===== config.mk =====
export PLATFORM = sky130hd
export DESIGN_NAME = lsu_ctrl
export DESIGN_NICKNAME = d
export VERILOG_FILES = /design/src/rtl/lsu_pkg.sv /design/src/rtl/lsu_load_align.sv /design/src/rtl/lsu_ctrl.sv
export SDC_FILE = /design/constraint.sdc
export NUM_CORES = 1
export LEC_CHECK = 0
export BUFFER_PORTS_ARGS = -buffer_cell sky130_fd_sc_hd__buf_2
export CORE_AREA = 2 2 166 168
export DETAILED_ROUTE_END_ITERATION = 12
export DIE_AREA = 0 0 168 170
export MAX_ROUTING_LAYER = met4
export PLACE_DENSITY = 0.51
export SYNTH_ARGS = -nofsm -noshare
export SYNTH_HDL_FRONTEND = slang
export SYNTH_SLANG_ARGS = --single-unit

===== constraint.sdc =====
create_clock -name clk -period 3.33 [get_ports clk]
set_input_delay 0.1665 -clock clk [delete_from_list [all_inputs] [get_ports clk]]
set_output_delay 0.1665 -clock clk [all_outputs]
set_load 0.005 [all_outputs]

===== src/rtl/lsu_pkg.sv =====
// ---------------------------------------------------------------------------
// lsu_pkg
//   Shared definitions for the load/store unit: access-size encodings, the
//   controller state type and the misalignment predicate.
// ---------------------------------------------------------------------------
package lsu_pkg;

  // Access size encoding, shared by the request side and the memory side.
  localparam logic [1:0] SZ_BYTE = 2'b00;
  localparam logic [1:0] SZ_HALF = 2'b01;
  localparam logic [1:0] SZ_WORD = 2'b10;
  localparam logic [1:0] SZ_ILL  = 2'b11;

  typedef enum logic [2:0] {
    ST_IDLE   = 3'd0,
    ST_ACC_LO = 3'd1,
    ST_ACC_HI = 3'd2,
    ST_STB    = 3'd3,
    ST_RESP   = 3'd4
  } lsu_state_t;

  // Only the two low address bits decide alignment, so the helper takes just
  // those and stays independent of the address width.
  function automatic logic is_misaligned(input logic [1:0] addr_lo,
                                         input logic [1:0] size);
    return ((size == SZ_HALF) && addr_lo[0]) ||
           ((size == SZ_WORD) && (addr_lo != 2'b00));
  endfunction

endpackage


===== src/rtl/lsu_load_align.sv =====
// ---------------------------------------------------------------------------
// lsu_load_align
//   Combinational load-data aligner. Concatenates two memory words {hi,lo},
//   shifts right by the byte offset, keeps 8/16/32 bits and sign- or
//   zero-extends to 32 bits.
// Ports:
//   i_hi       in  32  upper word (0 for single-beat loads)
//   i_lo       in  32  lower word
//   i_offset   in  2   byte offset of the access inside i_lo
//   i_size     in  2   00=byte, 01=half, 10=word
//   i_unsigned in  1   zero-extend when 1 (ignored for words)
//   o_data     out 32  extended result
// ---------------------------------------------------------------------------
module lsu_load_align
  import lsu_pkg::*;
(
  input  logic [31:0] i_hi,
  input  logic [31:0] i_lo,
  input  logic [1:0]  i_offset,
  input  logic [1:0]  i_size,
  input  logic        i_unsigned,
  output logic [31:0] o_data
);

  logic [31:0] w_win;

  // Window of 32 bits starting at the addressed byte.
  assign w_win = 32'({i_hi, i_lo} >> {i_offset, 3'b000});

  always_comb begin
    o_data = w_win;
    case (i_size)
      SZ_BYTE: o_data = i_unsigned ? {24'h0, w_win[7:0]}
                                   : {{24{w_win[7]}}, w_win[7:0]};
      SZ_HALF: o_data = i_unsigned ? {16'h0, w_win[15:0]}
                                   : {{16{w_win[15]}}, w_win[15:0]};
      default: o_data = w_win;
    endcase
  end

endmodule


===== src/rtl/lsu_ctrl.sv =====
// ---------------------------------------------------------------------------
// lsu_ctrl
//   Load/store unit, initiator side of the data-memory port. Takes one
//   pipeline request at a time, drives the memory port, splits misaligned
//   accesses into aligned beats (loads: two word reads; stores: byte writes)
//   and returns extended load data or an error flag.
// Parameters:
//   MISALIGN_SPLIT  1: split misaligned accesses; 0: reject them with resp_err
//   ADDR_W          byte-address width
// Ports:
//   clk, rst_n                      clock, asynchronous active-low reset
//   req_valid/req_ready             request handshake (ready only in IDLE)
//   req_write/addr/wdata/size/unsigned   request fields
//   resp_valid/resp_ready           response handshake (held until ready)
//   resp_rdata/resp_err             response payload
//   mem_addr/wdata/read/write/size/unsigned   memory port outputs
//   mem_rdata                       combinational memory read data
// ---------------------------------------------------------------------------
module lsu_ctrl
  import lsu_pkg::*;
#(
  parameter bit MISALIGN_SPLIT = 1'b1,
  parameter int ADDR_W         = 32
) (
  input  logic              clk,
  input  logic              rst_n,
  input  logic              req_valid,
  output logic              req_ready,
  input  logic              req_write,
  input  logic [ADDR_W-1:0] req_addr,
  input  logic [31:0]       req_wdata,
  input  logic [1:0]        req_size,
  input  logic              req_unsigned,
  output logic              resp_valid,
  input  logic              resp_ready,
  output logic [31:0]       resp_rdata,
  output logic              resp_err,
  output logic [ADDR_W-1:0] mem_addr,
  output logic [31:0]       mem_wdata,
  output logic              mem_read,
  output logic              mem_write,
  output logic [1:0]        mem_size,
  output logic              mem_unsigned,
  input  logic [31:0]       mem_rdata
);

  lsu_state_t        r_state;
  lsu_state_t        w_state_next;
  logic              r_write;
  logic [ADDR_W-1:0] r_addr;
  logic [31:0]       r_wdata;
  logic [1:0]        r_size;
  logic              r_unsigned;
  logic              r_mis;
  logic [1:0]        r_beat;
  logic [31:0]       r_lo;
  logic [31:0]       r_rdata;
  logic              r_err;

  logic              w_req_mis;
  logic              w_req_err;
  logic [ADDR_W-1:0] w_word_addr;
  logic [1:0]        w_last_beat;
  logic [7:0]        w_stb_byte;
  logic [31:0]       w_align_hi;
  logic [31:0]       w_align_lo;
  logic [1:0]        w_align_off;
  logic [31:0]       w_align_data;

  assign w_req_mis = is_misaligned(req_addr[1:0], req_size);
  assign w_req_err = (req_size == SZ_ILL) || (!MISALIGN_SPLIT && w_req_mis);

  assign w_word_addr = {r_addr[ADDR_W-1:2], 2'b00};
  assign w_last_beat = (r_size == SZ_HALF) ? 2'd1 : 2'd3;
  assign w_stb_byte  = 8'(r_wdata >> {r_beat, 3'b000});

  // Single-beat loads arrive right-aligned from memory (offset 0, hi=0);
  // the second beat of a split load merges with the saved low word.
  assign w_align_hi  = (r_state == ST_ACC_HI) ? mem_rdata : 32'h0;
  assign w_align_lo  = (r_state == ST_ACC_HI) ? r_lo : mem_rdata;
  assign w_align_off = (r_state == ST_ACC_HI) ? r_addr[1:0] : 2'b00;

  lsu_load_align u_align (
    .i_hi       (w_align_hi),
    .i_lo       (w_align_lo),
    .i_offset   (w_align_off),
    .i_size     (r_size),
    .i_unsigned (r_unsigned),
    .o_data     (w_align_data)
  );

  assign req_ready  = (r_state == ST_IDLE);
  assign resp_valid = (r_state == ST_RESP);
  assign resp_rdata = r_rdata;
  assign resp_err   = r_err;

  // Next state and memory port. Memory outputs are decoded from the state
  // register alone, so an asynchronous reset drops the strobes immediately.
  always_comb begin
    w_state_next = r_state;
    mem_addr     = '0;
    mem_wdata    = 32'h0;
    mem_read     = 1'b0;
    mem_write    = 1'b0;
    mem_size     = SZ_BYTE;
    mem_unsigned = 1'b0;
    case (r_state)
      ST_IDLE: begin
        if (req_valid) begin
          if (w_req_err)                  w_state_next = ST_RESP;
          else if (req_write && w_req_mis) w_state_next = ST_STB;
          else                            w_state_next = ST_ACC_LO;
        end
      end
      ST_ACC_LO: begin
        if (r_mis && !r_write) begin
          mem_addr     = w_word_addr;
          mem_size     = SZ_WORD;
          mem_read     = 1'b1;
          w_state_next = ST_ACC_HI;
        end else begin
          mem_addr     = r_addr;
          mem_size     = r_size;
          mem_unsigned = r_unsigned;
          mem_read     = !r_write;
          mem_write    = r_write;
          mem_wdata    = r_wdata;
          w_state_next = ST_RESP;
        end
      end
      ST_ACC_HI: begin
        mem_addr     = w_word_addr + ADDR_W'(4);
        mem_size     = SZ_WORD;
        mem_read     = 1'b1;
        w_state_next = ST_RESP;
      end
      ST_STB: begin
        mem_addr  = r_addr + ADDR_W'(r_beat);
        mem_size  = SZ_BYTE;
        mem_wdata = {24'h0, w_stb_byte};
        mem_write = 1'b1;
        if (r_beat == w_last_beat) w_state_next = ST_RESP;
      end
      ST_RESP: begin
        if (resp_ready) w_state_next = ST_IDLE;
      end
      default: w_state_next = ST_IDLE;
    endcase
  end

  always_ff @(posedge clk or negedge rst_n) begin
    if (!rst_n) begin
      r_state    <= ST_IDLE;
      r_write    <= 1'b0;
      r_addr     <= '0;
      r_wdata    <= 32'h0;
      r_size     <= SZ_BYTE;
      r_unsigned <= 1'b0;
      r_mis      <= 1'b0;
      r_beat     <= 2'd0;
      r_lo       <= 32'h0;
      r_rdata    <= 32'h0;
      r_err      <= 1'b0;
    end else begin
      r_state <= w_state_next;
      case (r_state)
        ST_IDLE: begin
          if (req_valid) begin
            r_write    <= req_write;
            r_addr     <= req_addr;
            r_wdata    <= req_wdata;
            r_size     <= req_size;
            r_unsigned <= req_unsigned;
            r_mis      <= w_req_mis;
            r_beat     <= 2'd0;
            r_rdata    <= 32'h0;
            r_err      <= w_req_err;
          end
        end
        ST_ACC_LO: begin
          if (!r_write) begin
            if (r_mis) r_lo    <= mem_rdata;
            else       r_rdata <= w_align_data;
          end
        end
        ST_ACC_HI: r_rdata <= w_align_data;
        ST_STB:    r_beat  <= r_beat + 2'd1;
        default: ;
      endcase
    end
  end

endmodule


==> reports/qor.csv <==
metric,value,unit
synth_top_family_by_area,simple AND/OR/NAND/NOR gates,
cellLeakagePower,0.005319,µW
ys.flop_type,dfrtp_1,
utilization,40.39,%
dp.final_hpwl,18280,µm
routed_wire_per_std_cell,17.32,µm
ys_async_sr_fraction,100.0,%
critPathCaptureType,output port,
number_of_clock_sinks_seen_by_cts,139,
maxSlewViolCount,0,
postRouteAntennaNets,0,
timing.slew.headroom,23.00,%
synthCells,887,
power.density_cell_area,804.1,nW/µm²
hold_class,in -> reg,
r2r_worst_path_depth,6,
clockRootBuffer,clkbuf_16,
ys_ff_latch,139,
syn_area_per_cell,8.969,µm²
rows,60,
number_of_enable_type_register_cells_in_the_synthesized_netlist,0,
cts-buffers-inserted,17,
cts.repair_timing.setup_buffer_count,0,
drt_first_iter_violations,493,
result_of_the_run,finished clean,
arrival_time_of_data_at_the_critical_path_endpoint,2.85,ns
sw_frac_of_total,40.35,%
yosysWarnings,0,
fin_skew,0.01241,ns
share_of_final_layout_standard_cells_stronger_than_drive_strength_1,27.86,%
layout_worst_path_cycle_share,90.58,%
cts_max_path_buffers,2,
worstHoldPathCells,2,
place_congestion,0.8330,
die_area,28560,µm²
mux_contribution_to_synthesized_area,13.43,%
yosys.area_share.simple,22.22,%
first_pass_grt_wire_length,40700,µm
tritoncts,built,
drt_pass1_iterations,5,
initial_core_util,29.85,%
htree_num_levels,4,
total_placed_cells_including_tap_cells,1394,
die-width,168,µm
sequentialPowerShare,36.8,%
fmaxAchievable,331.5,MHz
maximum_number_of_pins_on_one_net_before_global_route_repair,68,
postRouteWirelength,26070,µm
fill_cells,2715,
max-cap-violations,0,
power_frac_clock,22.9,%
fin_setup_tns,0,ns
min_period,3.016,ns
portBuffers,207,
internal_power,5164,µW
fraction_of_the_mapped_netlist_area_in_adder_cells,0.7235,%
tightest_slew,1.151,ns
via_count_of_the_first_global_routing_pass,7445,
grtUsageTotal,18.75,%
vias_per_cell,5.066,
ios,208,
synth_area_leader_cell,dfrtp_1,
yosysUniqueCellTypes,61,
switchingPower,3493,µW
synth-compound-area-share,15.73,%
yosys.area.top_type_share,43.72,%
setup_viol,0,
synthTopCellsByArea,"dfrtp_1, nand2_1, mux2_2",
number_of_antenna_violations_at_the_first_check_in_global_routing,1,
worst-setup-path-type,reg -> out,
cts.clk_slew.worst_paths,0.06,ns
crit_path_start_kind,register,
rsz0062_at_grt,false,
synth.cell_area,7955,µm²
worst-path-max-fanout,11,
area_delta_synth_final,35.33,%
dr_total_vias,7624,
clkLatencyLatePin,0.43,ns
combinationalPowerShare,40.2,%
timing_hold_violations_final,0,
required,3.16,ns
syn_nets,995,
worst_ir_drop_vdd,0.3936,mV
ys_seq_area_share,43.72,%
synth_xor_area_share,0.3303,%
layout.cells.non_filler,1505,
nNetsFinal,1258,
overflow,0,
chipHeight,170,µm
core_area,26650,µm²
drc,0,
-- critical path, cell delays in order (launching register included) --
cell and delay, ns:
dfrtp_1 0.68, inv_1 0.19, fa_1 0.52, a21oi_1 0.44
nand2_1 0.12, o31ai_1 0.29, buf_2 0.18
-- power groups by stage --
| stage | Combinational [µW] | Clock [µW] | Sequential, µW |
|---|---|---|---|
| after floorplan | 2420 | 0 | 2920 |
| after global placement | 3410 | 0 | 3200 |
| after detailed placement | 3460 | 0 | 3200 |
| after CTS | 3540 | 2020 | 3180 |
| after global routing | 3900 | 2110 | 3300 |
| final | 3480 | 1990 | 3190 |
-- path summary, 6_finish.rpt --
| check | start | slack (ns) | to |
|---|---|---|---|
| max | r_beat[1] | 0.31 | mem_addr[20] |
| min | mem_rdata[17] | 0.01 | r_lo[17] |
| max reg2reg | r_state[2] | 0.87 | resp_rdata[29] |
| min reg2reg | resp_rdata[0] | 0.48 | resp_rdata[0] |
| max in group asynchronous | rst_n | 2.27 | r_beat[1] |
| min in group asynchronous | rst_n | 0.28 | r_lo[21] |
-- layout by cell type (no fill, tap or decap), types with 3 or more instances in the layout --
cell type	count
inv_1	11
or4_1	5
ha_1	3
and4_1	3
buf_2	206
nor2b_1	5
a221o_1	18
inv_6	7
and2_1	26
nand4b_1	3
o41ai_1	3
dlygate4sd3_1	78
nand4_1	12
clkinvlp_4	3
mux2_2	41
mux4_2	9
o211ai_1	8
nand2b_1	4
nor3_1	5
dfrtp_1	138
a211o_1	7
or3_1	4
nand3_1	15
a41oi_1	3
nor2_1	24
o31ai_1	7
o221ai_1	17
o21ai_0	52
clkbuf_16	17
a21oi_1	32
nand2_1	273
mux2i_1	39
buf_4	21
a21o_1	3
a32o_1	9
and3_1	4
a31oi_1	6
-- per-stage QoR --
step	total power [µW]	setup slack, ns	hold WS (ns)	instance area, µm²
global placement	6609	0.7934	0.1944	9376
detailed placement	6658	0.7602	0.1947	9376
finish	8657	0.3138	0.01470	10770
floorplan	5338	0.9605	-0.1291	7955
global route	9315	0.03234	0.005134	10770
CTS	8734	0.3032	0.003108	10760
-- area by class of cell --
cell class                 instances  area, µm²  share of cell area, %
inverter                          11      41.29                 0.3835
tap                              341      426.7                  3.963
clock inverter                    15      180.2                  1.674
clock buffer                      17      425.4                  3.952
timing repair buffer             308       2021                  18.77
multi-input combinational        673       4189                  38.91
sequential                       139       3480                  32.32
antenna                            1      2.502                0.02325
-- per-layer routing --
layer  global-route usage [%]  wire length [µm]  vias up
met5                        -                 0        -
met4                    5.898               542        0
met3                    4.093              1381       37
met2                    29.99             12430      230
met1                    23.80             11710     3678
li1                         -                 -     3679
-- timing repair --
| action | CTS | global route |
|---|---|---|
| hold buffers | 78 | 0 |
| resized for setup | 0 | 0 |
| endpoints found under the hold margin | 132 | 0 |
-- cells in the mapped netlist, types with 2 or more instances --
cell type  count
and3_1         4
nand4b_1       3
and4_1         3
a211o_1        7
a22oi_1        2
nand3_1       15
buf_1          7
nor3_1         5
o21a_1         2
or4_1          5
nor2b_1        6
nand2b_1       4
or3_1          4
mux2i_1       39
mux4_2         9
o21ai_0       52
inv_1         11
o221ai_1      17
o211ai_1       8
clkbuf_1      45
a31oi_1        6
a221o_1       18
and2_1        27
nor4b_1        2
mux2_2        41
a41oi_1        3
ha_1           3
o31ai_1        7
nand4_1       12
o21ai_1        2
a21oi_1       32
nand2_1      274
nor2_1        24
a21o_1         3
a32oi_1        2
buf_2          9
dfrtp_1      139
a32o_1         9
o41ai_1        3
xnor2_1        2
-- logic make-up (layout without fill, tap and decap cells) --
| logic type | Yosys count | in the layout |
|---|---|---|
| mux | 90 | 90 |
| xor+xnor | 3 | 3 |
| other cells | 0 | 1 |
| buf+inv | 75 | 351 |
| simple gates | 396 | 396 |
| flops | 139 | 139 |
| fa+ha+maj | 4 | 4 |
| compound gates | 180 | 180 |
-- state kept, by name, summed over array words and instances, names as in the netlist --
register / cells
r_addr: 32
r_write: 1
r_wdata: 32
r_beat: 2
r_lo: 32
r_state: 3
r_mis: 1
resp_err: 1
r_unsigned: 1
r_size: 2
resp_rdata: 32
No activity file was read; power rests on OpenSTA's default activity.
